--- src/rtl/if_id_queue_pkg.sv ---
// Shared constants and types for the fetch/decode instruction queue.
// Fetch, decode and the hazard unit take the queue depth from here so they agree.
package if_id_queue_pkg;

  localparam int IFQ_ADDR_WIDTH = 32;
  localparam int IFQ_INST_WIDTH = 32;
  localparam int IFQ_DEPTH      = 4;

  localparam logic [IFQ_INST_WIDTH-1:0] IFQ_ZERO_WORD = '0;

  // Handshake activity in one cycle, encoded as {push, pop}.
  typedef enum logic [1:0] {
    OP_IDLE = 2'b00,
    OP_POP  = 2'b01,
    OP_PUSH = 2'b10,
    OP_BOTH = 2'b11
  } ifq_op_e;

endpackage

--- src/rtl/if_id_queue_if.sv ---
// Fetch-side and decode-side handshake bundle of the IF/ID queue.
interface if_id_queue_if #(
  parameter int ADDR_WIDTH = if_id_queue_pkg::IFQ_ADDR_WIDTH,
  parameter int INST_WIDTH = if_id_queue_pkg::IFQ_INST_WIDTH,
  parameter int DEPTH      = if_id_queue_pkg::IFQ_DEPTH,
  localparam int PTR_WIDTH = $clog2(DEPTH)
);

  // Valid/ready: a word moves when valid and ready are both high at a rising
  // edge; the producer keeps valid and its data stable until that happens.
  logic                  flush;
  logic                  ifValid;
  logic                  ifReady;
  logic [ADDR_WIDTH-1:0] ifPC;
  logic [INST_WIDTH-1:0] ifInst;
  logic                  idValid;
  logic                  idReady;
  logic [ADDR_WIDTH-1:0] idPC;
  logic [INST_WIDTH-1:0] idInst;
  logic [PTR_WIDTH:0]    count;

  modport master (
    output flush, ifValid, ifPC, ifInst, idReady,
    input  ifReady, idValid, idPC, idInst, count
  );

  modport slave (
    input  flush, ifValid, ifPC, ifInst, idReady,
    output ifReady, idValid, idPC, idInst, count
  );

endinterface

--- src/rtl/if_id_queue_ram.sv ---
// Queue storage: synchronous write, asynchronous read, no reset.
module if_id_queue_ram #(
  parameter int WIDTH = 64,
  parameter int DEPTH = 4,
  localparam int AW   = $clog2(DEPTH)
) (
  input  logic             clk,
  input  logic             we_i,
  input  logic [AW-1:0]    waddr_i,
  input  logic [WIDTH-1:0] wdata_i,
  input  logic [AW-1:0]    raddr_i,
  output logic [WIDTH-1:0] rdata_o
);

  logic [WIDTH-1:0] mem_q [DEPTH];

  always_ff @(posedge clk) begin
    if (we_i) mem_q[waddr_i] <= wdata_i;
  end

  assign rdata_o = mem_q[raddr_i];

endmodule

--- src/rtl/if_id_queue.sv ---
// First-word-fall-through queue of {PC, instruction} pairs between fetch and decode.
// Empty queue presents a zero bubble; flush drops everything on a redirect.
module if_id_queue
  import if_id_queue_pkg::*;
#(
  parameter int ADDR_WIDTH = IFQ_ADDR_WIDTH,
  parameter int INST_WIDTH = IFQ_INST_WIDTH,
  parameter int DEPTH      = IFQ_DEPTH,
  localparam int PTR_WIDTH = $clog2(DEPTH)
) (
  input logic          clk,
  input logic          rst,
  if_id_queue_if.slave bus
);

  localparam int ENTRY_W = ADDR_WIDTH + INST_WIDTH;
  localparam logic [PTR_WIDTH:0] FULL_CNT = (PTR_WIDTH+1)'(DEPTH);

  logic [PTR_WIDTH-1:0] rd_ptr_q, rd_ptr_d;
  logic [PTR_WIDTH-1:0] wr_ptr_q, wr_ptr_d;
  logic [PTR_WIDTH:0]   count_q, count_d;
  logic                 if_ready;
  logic                 id_valid;
  logic                 push;
  logic                 pop;
  ifq_op_e              op;
  logic [ENTRY_W-1:0]   head;

  // Both ready and valid come from registered occupancy only, so idReady
  // never reaches ifReady combinationally.
  assign if_ready = (count_q != FULL_CNT);
  assign id_valid = (count_q != '0);
  assign push     = bus.ifValid & if_ready & ~bus.flush;
  assign pop      = id_valid & bus.idReady & ~bus.flush;
  assign op       = ifq_op_e'({push, pop});

  always_comb begin
    rd_ptr_d = rd_ptr_q;
    wr_ptr_d = wr_ptr_q;
    count_d  = count_q;
    if (bus.flush) begin
      rd_ptr_d = '0;
      wr_ptr_d = '0;
      count_d  = '0;
    end else begin
      unique case (op)
        OP_PUSH: begin
          wr_ptr_d = wr_ptr_q + 1'b1;
          count_d  = count_q + 1'b1;
        end
        OP_POP: begin
          rd_ptr_d = rd_ptr_q + 1'b1;
          count_d  = count_q - 1'b1;
        end
        OP_BOTH: begin
          wr_ptr_d = wr_ptr_q + 1'b1;
          rd_ptr_d = rd_ptr_q + 1'b1;
        end
        default: ;
      endcase
    end
  end

  always_ff @(posedge clk or posedge rst) begin
    if (rst) begin
      rd_ptr_q <= '0;
      wr_ptr_q <= '0;
      count_q  <= '0;
    end else begin
      rd_ptr_q <= rd_ptr_d;
      wr_ptr_q <= wr_ptr_d;
      count_q  <= count_d;
    end
  end

  if_id_queue_ram #(
    .WIDTH (ENTRY_W),
    .DEPTH (DEPTH)
  ) u_ram (
    .clk     (clk),
    .we_i    (push),
    .waddr_i (wr_ptr_q),
    .wdata_i ({bus.ifPC, bus.ifInst}),
    .raddr_i (rd_ptr_q),
    .rdata_o (head)
  );

  assign bus.ifReady = if_ready;
  assign bus.idValid = id_valid;
  assign bus.idPC    = id_valid ? head[ENTRY_W-1:INST_WIDTH] : '0;
  assign bus.idInst  = id_valid ? head[INST_WIDTH-1:0] : INST_WIDTH'(IFQ_ZERO_WORD);
  assign bus.count   = count_q;

endmodule

--- src/flat_wrapper.sv ---
// flat-port wrapper written by rule: the top's interface ports become plain ports
module if_id_queue_flat import if_id_queue_pkg::*;
#(
  parameter int ADDR_WIDTH = IFQ_ADDR_WIDTH,
  parameter int INST_WIDTH = IFQ_INST_WIDTH,
  parameter int DEPTH      = IFQ_DEPTH,
  localparam int PTR_WIDTH = $clog2(DEPTH)
)
  (clk, rst, bus_flush, bus_ifValid, bus_ifPC, bus_ifInst, bus_idReady, bus_ifReady, bus_idValid, bus_idPC, bus_idInst, bus_count);
  if_id_queue_if #(.ADDR_WIDTH(ADDR_WIDTH), .INST_WIDTH(INST_WIDTH), .DEPTH(DEPTH)) bus_i ();
  input logic clk;
  input logic rst;
  input wire logic [$bits(bus_i.flush)-1:0] bus_flush;
  input wire logic [$bits(bus_i.ifValid)-1:0] bus_ifValid;
  input wire logic [$bits(bus_i.ifPC)-1:0] bus_ifPC;
  input wire logic [$bits(bus_i.ifInst)-1:0] bus_ifInst;
  input wire logic [$bits(bus_i.idReady)-1:0] bus_idReady;
  output wire logic [$bits(bus_i.ifReady)-1:0] bus_ifReady;
  output wire logic [$bits(bus_i.idValid)-1:0] bus_idValid;
  output wire logic [$bits(bus_i.idPC)-1:0] bus_idPC;
  output wire logic [$bits(bus_i.idInst)-1:0] bus_idInst;
  output wire logic [$bits(bus_i.count)-1:0] bus_count;
  assign bus_i.flush = bus_flush;
  assign bus_i.ifValid = bus_ifValid;
  assign bus_i.ifPC = bus_ifPC;
  assign bus_i.ifInst = bus_ifInst;
  assign bus_i.idReady = bus_idReady;
  assign bus_ifReady = bus_i.ifReady;
  assign bus_idValid = bus_i.idValid;
  assign bus_idPC = bus_i.idPC;
  assign bus_idInst = bus_i.idInst;
  assign bus_count = bus_i.count;
  if_id_queue #(.ADDR_WIDTH(ADDR_WIDTH), .INST_WIDTH(INST_WIDTH), .DEPTH(DEPTH)) u_core (.clk(clk), .rst(rst), .bus(bus_i));
endmodule
--- config.mk ---
export PLATFORM = sky130hd
export DESIGN_NAME = if_id_queue_flat
export DESIGN_NICKNAME = d
export VERILOG_FILES = /design/src/rtl/if_id_queue_pkg.sv /design/src/rtl/if_id_queue_if.sv /design/src/rtl/if_id_queue_ram.sv /design/src/rtl/if_id_queue.sv /design/src/flat_wrapper.sv
export SDC_FILE = /design/constraint.sdc
export NUM_CORES = 1
export LEC_CHECK = 0
export BUFFER_PORTS_ARGS = -buffer_cell sky130_fd_sc_hd__buf_2
export CAP_MARGIN = 20
export CORE_AREA = 2 2 188 190
export CTS_CLUSTER_SIZE = 28
export DETAILED_ROUTE_END_ITERATION = 12
export DIE_AREA = 0 0 190 192
export GPL_ROUTABILITY_DRIVEN = 0
export GPL_TIMING_DRIVEN = 1
export MAX_ROUTING_LAYER = met4
export PLACE_DENSITY = 0.48
export SETUP_SLACK_MARGIN = 0.1
export SLEW_MARGIN = 10
export SYNTH_ARGS = -nofsm -noshare
export SYNTH_HDL_FRONTEND = slang
export SYNTH_SLANG_ARGS = --single-unit
--- constraint.sdc ---
create_clock -name clk -period 6.65 [get_ports clk]
set_input_delay 1.33 -clock clk [delete_from_list [all_inputs] [get_ports clk]]
set_output_delay 1.33 -clock clk [all_outputs]
set_load 0.01 [all_outputs]
## Word-level counts from Yosys, hierarchy flattened

Memories as Yosys holds them, arrays and structs flattened.
Cells that the tools add are included.

- Add/sub/neg operators: 4
- $mul: 0
- Div/mod/pow operators: 0
- $lt $le $gt $ge: 0
- Equality and inequality tests: 4
- Shift operators: 0
- Multiplexer cells: 10
- Bitwise logic cells: 5
- Reduce and logical (&&, ||, !) cells: 6

Operator list:

| operator | number |
|---|---|
| $mux W32 | 2 |
| $mux W2 | 4 |
| $pmux W3 S2 | 1 |
| $reduce_bool A3 Y1 | 2 |
| $add A2 B1 Y2 const B | 2 |
| $and A1 B1 Y1 | 4 |
| $eq A2 B2 Y1 const B | 2 |
| $reduce_bool A2 Y1 | 2 |
| $reduce_or A2 Y1 | 2 |
| $add A3 B1 Y3 const B | 1 |
| $mux W3 | 1 |
| $ne A3 B3 Y1 const B | 1 |
| $sub A3 B1 Y3 const B | 1 |
| $eq A2 B1 Y1 const B | 1 |
| $mux W1 | 2 |
| $not A1 Y1 | 1 |

- Register bits: 7
- Latch bits: 0
- Memory bits (writable): 256
- ROM bits: 0
- Input port bits: 69
- Logic and storage cells: 33
- Memories: 1

Memories:

| memory | depth | bits a word | rd ports | clocked after memory_dff | write ports | RTL line | text |
|---|---|---|---|---|---|---|---|
| u_core.u_ram.mem_q | 4 | 64 | 1 | 0 | 1 | if_id_queue_ram.sv:15 | `logic [WIDTH-1:0] mem_q [DEPTH];` |

## Logic depth before layout (Yosys ltp)

- Depth in word-level cells: 7
- Depth in mapped cells: 8
- Depth with buffers taken out: 7

## Hierarchy

A second synthesis with hierarchy kept.

- Cells, all modules: 461
- Area total of the unflattened synthesis: 10316.1 um2

By module, submodules not included:

| module | instances | cells an instance | area each (um2) | sequential area each (um2) |
|---|---|---|---|---|
| if_id_queue_ram | 1 | 338 | 9341.5 | 7687.4 |
| if_id_queue | 1 | 123 | 974.7 | 175.2 |

## Least setup slack after synthesis

No wires, ideal clock.

- Path type: input port to flip-flop
- Start: in bus_ifValid
- End: mem u_core.u_ram.mem_q[0][0] (enable)
- Library setup time: 429 ps
- Data arrival time: 3376 ps
- Required time: 6221 ps
- Setup slack: 2846 ps
- Cell stages on the path: 4
- Buffers on the path: 1
- Path through: buf_2 inv_1 nor3_1 and2_1

- Longest elaborated chain between the ends: 4

Ends and longest elaborated chain:

| element | RTL line | text |
|---|---|---|
| start, declared | flat_wrapper.sv:14 | `input wire logic [$bits(bus_i.ifValid)-1:0] bus_ifValid;` |
| $and A1 B1 Y1 (2 in series) | if_id_queue.sv:33 | `assign push = bus.ifValid & if_ready & ~bus.flush;` |
| $mux W1 | if_id_queue_ram.sv:18 | `if (we_i) mem_q[waddr_i] <= wdata_i;` |
| $mux W1 (not written as such) | if_id_queue_ram.sv:18 |  |
| end, declared | if_id_queue_ram.sv:15 |  |

No other way between the ends.

## Worst setup path after layout

- Start: reg u_core.rd_ptr_q[0]
- End: out bus_idInst[22]

- Longest elaborated chain between the ends: 2

Ends and longest elaborated chain:

| element | RTL line | text |
|---|---|---|
| start, declared | if_id_queue.sv:19 | `logic [PTR_WIDTH-1:0] rd_ptr_q, rd_ptr_d;` |
| start signal, assigned | if_id_queue.sv:70 | `rd_ptr_q <= rd_ptr_d;` |
| $mem_v2 Z4 W64 | - |  |
| $mux W32 | if_id_queue.sv:91 | `assign bus.idInst = id_valid ? head[INST_WIDTH-1:0] : INST_WIDTH'(IFQ_ZERO_WORD);` |
| end, declared | flat_wrapper.sv:21 | `output wire logic [$bits(bus_i.idInst)-1:0] bus_idInst;` |

No other way between the ends.

==> run_results.csv <==
group,metric,value,unit
outcome,outcome,"complete, no violations",
detailed_routing,firstDrtPassIters,4,
yosys,syn_area_per_cell,21.7,um2
timing,skew,18.9,ps
timing,min_period,4400,ps
yosys,synth.yosys.seq_area_share,77.0,%
worst_hold_path,min_to,"u_core.wr_ptr_q[0]",
timing,hold_viol,0,
timing,grt_setup_unrepaired,"false",
grt,antenna_found_initial,3,
detailed_routing,antenna_left,0,
pwr,clock_power_share,40.0,%
timing,worst_pin_slew,1100,ps
setup_path,cp_slowest_cell,"dfrtp_4",
cells_and_area,drive_gt1_share,40.0,%
worst_hold_path,worstHoldStart,"u_core.wr_ptr_q[0]",
grt,grt-ovfl-total,0,
yosys,synth_seq_cells,263,
pwr,peakVddDrop,0.171,mV
cts,clkLatencyLatePin,550,ps
cts,cts_resized,0,
timing,fin_tns_setup,0,ps
cts,htree_levels,1,
yosys,synth_mux_area_share,14.2,%
floorplan,initial_utilization,29.8,%
cts,clkTransAtPathRegs,60,ps
run,maxCapViolations,0,
grt,grt_pass1_vias,5436,
cts,cts_tree,"yes",
pwr,power_density,310,nW/um2
detailed_routing,drc,0,
setup_path,criticalPathCategory,"reg -> out",
detailed_routing,avgViaCountPerCell,4.48,
floorplan,die_h,192,um
pwr,power.net_switching,860,uW
place,placed_cell_area,11300,um2
yosys,synth_compound_gate_area_share,0.992,%
cells_and_area,syn_to_final_growth,20.9,%
setup_path,setup.worst_path.start,"u_core.rd_ptr_q[0]",
grt,grt_pass1_wl,31500,um
yosys,synth.area.top_cells,"edfxtp_1 75%, mux4_2 14%, and2_1 4.2%",
timing,drv_slew,0,
yosys,syn-num-nets,545,
timing,period_share,66.1,%
cells_and_area,nFillCells,3202,
floorplan,num_rows,68,
yosys,synth_xor_area_share,0.257,%
cells_and_area,layout_commonest_cell,"edfxtp_1",
setup_path,cp.required,5320,ps
yosys,async_reset_ff_share,2.66,%
worst_hold_path,holdPathStages,2,
cts,post-cts-setup-buffers,0,
setup_path,start_kind,"flip-flop",
yosys,synth_edf_count,256,
setup_path,cp_cell_sequence,"buf_4, mux4_2, and2_1, buf_2",
grt,track_usage,11.7,%
cts,clock_path_buffers,3,
cts,clock_sinks,263,
cells_and_area,post-route-util,36.0,%
yosys,syn_inst,471,
detailed_routing,avgRoutedWirePerCell,19.0,um
setup_path,critPathMaxStageDelay,1000,ps
setup_path,reg2reg_slack,4290,ps
place,pre_cts_slack,2670,ps
grt,grt_max_degree,66,
setup_path,rr_worst_depth,4,
setup_path,r2r_start,"u_core.bus.count[0]",
setup_path,worstReg2RegEnd,"u_core.u_ram.mem_q[3][30]",
timing,timing.fmax,228,MHz
place,io_buffers,137,
detailed_routing,routed_wl,20800,um
yosys,yosys.area_share.simple,5.06,%
yosys,synth_cell_types,31,
floorplan,core_area,34300,um2
pwr,total_leakage_power,0.00418,uW
yosys,synth_top_area_share,75.2,%
cts,cts_root_buf,"clkbuf_16",
yosys,synthAdderAreaFrac,0.686,%
cells_and_area,final_cell_mix,"256 x edfxtp_1, 137 x buf_2, 65 x and2_1, 64 x mux4_2, 29 x clkbuf_16",
yosys,ys.flop_type,"edfxtp_1",
yosys,synth.largest_area_cell,"edfxtp_1",
timing,max_slew_margin,26.8,%
cts,cts_hold_buf,0,
cells_and_area,finalNetCount,692,
floorplan,fp.dieW,190,um
place,place_hpwl,11400,um
setup_path,cp-end-kind,"primary output",
cells_and_area,fin_area,12400,um2
timing,worst_slack,2250,ps
pwr,p_int,2970,uW
yosys,syn_area,10200,um2
pwr,combPwrFrac,10.1,%
detailed_routing,via_count,4919,
worst_hold_path,hp-class,"reg -> reg",
pwr,p_sw_share,22.4,%
setup_path,arrival,3070,ps
yosys,synth_top_family_by_area,"multiplexers",
cts,cts_buffers,29,
pwr,p_seq_share,49.9,%
detailed_routing,drt_iter0_drc,299,
floorplan,die-area,36500,um2
floorplan,ios,138,
yosys,yosysWarnings,0,
setup_path,critPathMaxFanout,40,
timing,setup-violations-final,0,
## metrics by stage
stage / hold slack, ps / total power (uW) / std cells
finish: 612 / 3830 / 1097
floorplan: 557 / 2190 / 471
global route: 648 / 4000 / 1097
CTS: 615 / 3900 / 1091
detailed placement: 607 / 2350 / 1038
global placement: 574 / 2340 / 1038
## power groups by stage
stage	clock network, uW	registers [uW]	logic (uW)
floorplan	0	1920	269
detailed placement	0	1950	396
CTS	1580	1920	397
global route	1650	1920	426
finish	1530	1910	386
global placement	0	1950	389
## logic make-up (layout without fill, tap and decap cells)
group                    after synthesis  in the layout
AO/OA/AOI/OAI                         15             15
XOR/XNOR                               3              3
adder cells (fa/ha/maj)                5              5
buffers and inverters                 35            204
flip-flops                           263            263
multiplexers                          65             65
other                                  0              2
AND/OR/NAND/NOR                       85             85
## worst max-delay path: cells and delay by family (launching register included)
kind                   cells  cell delay (ps)
DFF                        1             1000
buffers and inverters      2              760
and+or+nand+nor            1              180
muxes                      1              570
## layer usage
layer,track usage (%),part of all wire [%]
met5,-,0
met4,3.28,2.0
met3,2.92,5.9
met2,19.3,48
met1,14.5,44
## worst max path at each step
stage,end,slack (ps),cells after the start
floorplan,u_core.u_ram.mem_q[0][0],2850,4
global placement,bus_idInst[22],2690,4
detailed placement,bus_idInst[22],2670,4
CTS,bus_idInst[22],2080,4
global route,bus_idPC[31],1950,4
finish,bus_idInst[22],2250,4
## layout make-up
cell class | count | area [um2] | share of cell area [%]
clock inverters | 19 | 170 | 1.38
well taps | 455 | 569 | 4.61
inverters | 8 | 30.0 | 0.243
multi-input cells | 173 | 2180 | 17.6
clock buffers | 34 | 744 | 6.03
diodes | 2 | 5.00 | 0.0405
flip-flops and latches | 263 | 7870 | 63.7
repair buffers | 143 | 788 | 6.38
## sequential cells by signal (all words and copies together) (netlist names)
| name | flops |
|---|---|
| u_core.bus.count | 3 |
| u_core.rd_ptr_q | 2 |
| u_core.u_ram.mem_q | 256 |
| u_core.wr_ptr_q | 2 |
## synth_stat cells (2+ instances only)
cell type    n
buf_2       14
edfxtp_1   256
and2_1      69
clkbuf_1     7
dfrtp_1      7
nand3_1      4
xor2_1       2
o22ai_1      2
ha_1         4
inv_1        8
o2111ai_1    2
nor3_1       2
nor2_1       3
buf_6        5
nor3b_1      2
nand2b_1     2
o21ai_0      2
mux4_2      64
a21oi_1      4
Note: power is estimated with default switching activity, not from simulation.
